===== config.mk =====
export PLATFORM = sky130hd
export DESIGN_NAME = octave
export DESIGN_NICKNAME = d
export VERILOG_FILES = /design/src/rtl/octave_pkg.sv /design/src/rtl/octave_step.sv /design/src/rtl/octave.sv
export SDC_FILE = /design/constraint.sdc
export NUM_CORES = 1
export LEC_CHECK = 0
export ABC_AREA = 1
export CORE_AREA = 10 10 47 49
export CTS_BUF_LIST = sky130_fd_sc_hd__clkbuf_2 sky130_fd_sc_hd__clkbuf_4 sky130_fd_sc_hd__clkbuf_8
export CTS_CLUSTER_DIAMETER = 200
export DETAILED_ROUTE_END_ITERATION = 10
export DIE_AREA = 0 0 57 59
export GPL_ROUTABILITY_DRIVEN = 0
export HOLD_SLACK_MARGIN = 0.08
export PLACE_DENSITY = 0.71
export SYNTH_ARGS = -nofsm -noshare
export SYNTH_HDL_FRONTEND = slang
export SYNTH_SLANG_ARGS = --single-unit

===== constraint.sdc =====
create_clock -name clk -period 1.6 [get_ports clk]
set_clock_uncertainty 0.15 [all_clocks]
set_input_delay 0.32 -clock clk [delete_from_list [all_inputs] [get_ports clk]]
set_output_delay 0.32 -clock clk [all_outputs]
set_load 0.05 [all_outputs]

===== src/rtl/octave_pkg.sv =====
// rtl/octave_pkg.sv - shared constants and types for the octave stepper
//
// Purpose: select command encoding, the default octave-number width and the
// octave typedef used by octave and octave_step.
package octave_pkg;

  localparam int OCT_W_DEFAULT = 3;

  localparam logic [1:0] SEL_HOLD    = 2'd0;
  localparam logic [1:0] SEL_UP      = 2'd1;
  localparam logic [1:0] SEL_DOWN    = 2'd2;
  localparam logic [1:0] SEL_DEFAULT = 2'd3;

  typedef logic [OCT_W_DEFAULT-1:0] octave_t;

endpackage


===== src/rtl/octave_step.sv =====
// rtl/octave_step.sv - combinational clamp, step and saturate/wrap of an octave number
//
// Purpose: clamps the present octave into [MIN_OCT, MAX_OCT] and applies the
// select command. Config macro OCTAVE_WRAP_EN: when defined, stepping past
// either limit wraps to the opposite limit; otherwise it saturates.
// Ports:
//   select_i  [1:0]       command (hold / up / down / load default)
//   current_i [OCT_W-1:0] present octave, unsigned, may be out of range
//   next_o    [OCT_W-1:0] next octave, always within limits
module octave_step
  import octave_pkg::*;
#(
  parameter int OCT_W   = OCT_W_DEFAULT,
  parameter int MIN_OCT = 0,
  parameter int MAX_OCT = 7,
  parameter int DEF_OCT = 4
) (
  input  logic [1:0]       select_i,
  input  logic [OCT_W-1:0] current_i,
  output logic [OCT_W-1:0] next_o
);

  // Clamp compares run one bit wider so MAX_OCT = 2**OCT_W-1 is safe.
  localparam logic [OCT_W:0]   MIN_W = MIN_OCT[OCT_W:0];
  localparam logic [OCT_W:0]   MAX_W = MAX_OCT[OCT_W:0];
  localparam logic [OCT_W-1:0] MIN_N = MIN_OCT[OCT_W-1:0];
  localparam logic [OCT_W-1:0] MAX_N = MAX_OCT[OCT_W-1:0];
  localparam logic [OCT_W-1:0] DEF_N = DEF_OCT[OCT_W-1:0];

`ifdef OCTAVE_WRAP_EN
  localparam logic [OCT_W-1:0] PAST_TOP    = MIN_N;
  localparam logic [OCT_W-1:0] PAST_BOTTOM = MAX_N;
`else
  localparam logic [OCT_W-1:0] PAST_TOP    = MAX_N;
  localparam logic [OCT_W-1:0] PAST_BOTTOM = MIN_N;
`endif

  logic [OCT_W:0]   cur_w;
  logic [OCT_W:0]   cur_c;
  logic [OCT_W-1:0] nxt;

  always_comb begin
    cur_w = {1'b0, current_i};
    cur_c = cur_w;
    if (cur_w > MAX_W) begin
      cur_c = MAX_W;
    end else if (cur_w < MIN_W) begin
      cur_c = MIN_W;
    end

    // cur_c is within limits here, so its low bits hold the whole value and
    // +1 / -1 below cannot leave the OCT_W range.
    nxt = cur_c[OCT_W-1:0];
    case (select_i)
      SEL_UP: begin
        if (cur_c == MAX_W) nxt = PAST_TOP;
        else                nxt = cur_c[OCT_W-1:0] + 1'b1;
      end
      SEL_DOWN: begin
        if (cur_c == MIN_W) nxt = PAST_BOTTOM;
        else                nxt = cur_c[OCT_W-1:0] - 1'b1;
      end
      SEL_DEFAULT: nxt = DEF_N;
      default:     nxt = cur_c[OCT_W-1:0];
    endcase
  end

  assign next_o = nxt;

endmodule


===== src/rtl/octave.sv =====
// rtl/octave.sv - registered octave-selection stepper with limit and change flags
//
// Purpose: registers the next octave computed from current/select each clock,
// plus at_max / at_min / changed flags derived from the newly registered value.
// Stateless apart from these registers; repeated stepping needs the parent to
// feed out back into current. Config macro OCTAVE_WRAP_EN (see octave_step).
// Ports:
//   clk      clock, rising edge
//   rst_n    synchronous active-low reset
//   select   [1:0] 0 hold, 1 up, 2 down, 3 load default
//   current  [OCT_W-1:0] present octave
//   out      [OCT_W-1:0] registered next octave
//   at_max   registered, out == MAX_OCT
//   at_min   registered, out == MIN_OCT
//   changed  registered, out differs from its previous value
module octave
  import octave_pkg::*;
#(
  parameter int OCT_W   = OCT_W_DEFAULT,
  parameter int MIN_OCT = 0,
  parameter int MAX_OCT = 7,
  parameter int DEF_OCT = 4
) (
  input  logic             clk,
  input  logic             rst_n,
  input  logic [1:0]       select,
  input  logic [OCT_W-1:0] current,
  output logic [OCT_W-1:0] out,
  output logic             at_max,
  output logic             at_min,
  output logic             changed
);

  if (OCT_W < 1 || MIN_OCT < 0 || MIN_OCT > DEF_OCT || DEF_OCT > MAX_OCT ||
      MAX_OCT >= (1 << OCT_W)) begin : g_bad_params
    $error("octave: need 0 <= MIN_OCT <= DEF_OCT <= MAX_OCT < 2**OCT_W");
  end

  localparam logic [OCT_W-1:0] MIN_N = MIN_OCT[OCT_W-1:0];
  localparam logic [OCT_W-1:0] MAX_N = MAX_OCT[OCT_W-1:0];
  localparam logic [OCT_W-1:0] DEF_N = DEF_OCT[OCT_W-1:0];

  logic [OCT_W-1:0] out_d, out_q;
  logic             at_max_d, at_max_q;
  logic             at_min_d, at_min_q;
  logic             changed_d, changed_q;

  octave_step #(
    .OCT_W  (OCT_W),
    .MIN_OCT(MIN_OCT),
    .MAX_OCT(MAX_OCT),
    .DEF_OCT(DEF_OCT)
  ) u_step (
    .select_i (select),
    .current_i(current),
    .next_o   (out_d)
  );

  always_comb begin
    at_max_d  = (out_d == MAX_N);
    at_min_d  = (out_d == MIN_N);
    changed_d = (out_d != out_q);
  end

  always_ff @(posedge clk) begin
    if (!rst_n) begin
      out_q     <= DEF_N;
      at_max_q  <= (DEF_OCT == MAX_OCT);
      at_min_q  <= (DEF_OCT == MIN_OCT);
      changed_q <= 1'b0;
    end else begin
      out_q     <= out_d;
      at_max_q  <= at_max_d;
      at_min_q  <= at_min_d;
      changed_q <= changed_d;
    end
  end

  assign out     = out_q;
  assign at_max  = at_max_q;
  assign at_min  = at_min_q;
  assign changed = changed_q;

endmodule


==> results_dict.tcl <==
set metrics [dict create \
    cp-end-kind "flop" \
    vdd_drop_max_mv 0.6202 \
    hp-class "in -> reg" \
    drtAntennaViolNets 0 \
    syn_inst 62 \
    first_pass_iters 4 \
    hold_path_depth 5 \
    syn-cell-area_um2 404.1 \
    layout.nets 97 \
    r2r_cells 5 \
    cts_buffer_depth 2 \
    drv_slew 0 \
    ys_seq_elements 6 \
    async_reset_ff_frac 0 \
    cts_buffers 3 \
    setup_tns_ps 0 \
    num_rows 14 \
    grt_usage 0.06093 \
    hold_viol_final 0 \
    synth.lib_cells_used.distinct 16 \
    crit_type "in -> reg" \
    io_buffers 12 \
    die_y_um 59 \
    wl_per_cell_um 9.370 \
    r2r_start "out[2]" \
    cts.root.buffer_cell "clkbuf_4" \
    finalCriticalPeriod_ps 1483 \
    synth_nets 73 \
    min_from "current[1]" \
    powerDensity_nw_per_um2 699.3 \
    leakage_nw 0.3841 \
    gr-total-overflow 0 \
    yosys_warnings 0 \
    min_period_over_period 0.9271 \
    io_pins 13 \
    insertion_delay_ps 240 \
    holdBufCountCts 0 \
    hpwlAfterDp_um 774.8 \
    start_util 0.2884 \
    antenna_found_initial 0 \
    drt_iter0_drc 5 \
    postPlaceCellArea_um2 641.9 \
    design_power_total_mw 0.4795 \
    grt_max_degree 5 \
    cts.clk_slew.worst_paths_ps 40 \
    avgSynthCellArea_um2 6.518 \
    min_to "at_min" \
    yosysSeqAreaShare 0.2972 \
    grt_pass1_vias 427 \
    dieArea_um2 3363 \
    clock_sinks 6 \
    antennaDiodeCount 0 \
    synth_top_flop_cell "dfxtp_1" \
    r2r_end "changed" \
    outcome "finished, final reports clean" \
    relSlewSlack 0.8720 \
    routed_wl_um 937 \
    die_w_um 57 \
    max-cap-violations 0 \
    critPathRequiredTime_ps 1580 \
    worstPathMaxFanout 2 \
    grt_pass1_wl_um 1656 \
    synthToLayoutAreaGrowth_pct 69.66 \
    tritoncts "built" \
    worstMarginPinSlew_ps 190.7 \
    vias_per_cell 4.220 \
    final_area_um2 685.7 \
    route.detailed.drc 0 \
    setup_viol 0 \
    critPathLaunchType "input pin" \
    cp.arrival_ps 1470 \
    drive_gt1_frac 0.3810 \
    htree_levels 1 \
    ff2ff_setup_slack_ps 610 \
    synth-edff-count 0 \
    fmax_mhz 674.1 \
    num_vias 422 \
    rsz0062_at_grt "no" \
    core-area_um2 1401 \
    utilization 0.4893 \
]
-- state kept, by name, indices dropped and copies added, names as in the netlist --
| register | count |
|---|---|
| out | 3 |
| at_max | 1 |
| at_min | 1 |
| changed | 1 |
-- cell usage after synthesis (2+ instances only) --
cell type | number | share of area
nor2_1 | 4 | 0.037
inv_2 | 3 | 0.028
inv_1 | 12 | 0.11
nand2_1 | 19 | 0.18
dfxtp_1 | 6 | 0.30
nand4_1 | 2 | 0.031
ha_1 | 4 | 0.12
nor2_2 | 2 | 0.031
nand3_1 | 3 | 0.037
-- per-layer routing --
metal / vias to the layer above / wire [um] / global-route usage
met3: 0 / 54 / 0.03648
met4: 0 / 0 / 0.02013
met5: - / 0 / 0
met1: 177 / 426 / 0.06770
met2: 10 / 456 / 0.09457
li1: 235 / - / -
-- stage by stage --
stage | setup WS [ps] | cells | hold WS, ps
after CTS | 47.77 | 100 | 447.9
after detailed placement | -534.6 | 95 | 469.4
after floorplan | 48.63 | 62 | 259.1
after global placement | -480.5 | 95 | 479.7
after global routing | 33.48 | 100 | 454.1
final | 116.6 | 100 | 412.2
-- critical path: stages --
cell and delay [ps]:
clkbuf_2 90, inv_1 60, ha_2 180, inv_2 40, ha_2 160, nand3b_1 160, nand2_2 90, nand2_2 60
nand2_1 70, nand2_1 60, nor2_2 120, a21oi_2 60
-- final cells by class --
cell class,count,area [um^2]
multi-input combinational,41,240.2
fill,146,715.7
inverter,15,56.30
tap,16,20.02
clock buffer,3,22.52
timing repair buffer,19,226.5
sequential,6,120.1
-- cell families after synthesis --
family                   share of synthesized area
buffers and inverters                       0.1393
adder cells (fa/ha/maj)                     0.1238
AO/OA/AOI/OAI                              0.04642
flip-flops                                  0.2972
AND/OR/NAND/NOR                             0.3932
-- what timing repair did --
action                                  4_1_cts  5_1_grt
endpoints found under the setup margin        6        3
cloned                                        0        0
gates resized for setup                      11        5
buffers inserted                              2        0
pin swaps                                     6        3
hold endpoints to repair                      0        0
-- layout by cell type (no fill, tap or decap), types with 2 or more instances in the layout --
| cell type | n |
|---|---|
| nand3_1 | 3 |
| ha_2 | 2 |
| nand2_1 | 17 |
| dfxtp_1 | 6 |
| o21ai_1 | 2 |
| inv_1 | 11 |
| clkbuf_2 | 2 |
| inv_2 | 4 |
| dlymetal6s2s_1 | 2 |
| nor2_1 | 3 |
| ha_1 | 2 |
| nand4_1 | 2 |
| nand2_2 | 2 |
| buf_12 | 6 |
| nor2_2 | 3 |
| clkbuf_4 | 3 |
| buf_4 | 7 |
-- worst max path at each step --
| stage | slack (ps) | cells past startpoint | start | endpoint |
|---|---|---|---|---|
| after global routing | 30 | 12 | current[0] | changed |
| after detailed placement | -530 | 12 | current[0] | changed |
| after global placement | -480 | 12 | current[0] | changed |
| final | 120 | 12 | current[0] | changed |
| after CTS | 50 | 12 | current[1] | changed |
| after floorplan | 50 | 11 | current[0] | changed |
-- power by group --
group	leakage, nW	total, mW	internal (mW)	switching, mW
Sequential	0.0494	0.170	0.160	0.00971
Clock	0.0138	0.134	0.0845	0.0497
Combinational	0.321	0.175	0.0827	0.0926
Total	0.384	0.480	0.327	0.152
(Power assumes the default switching activity.)
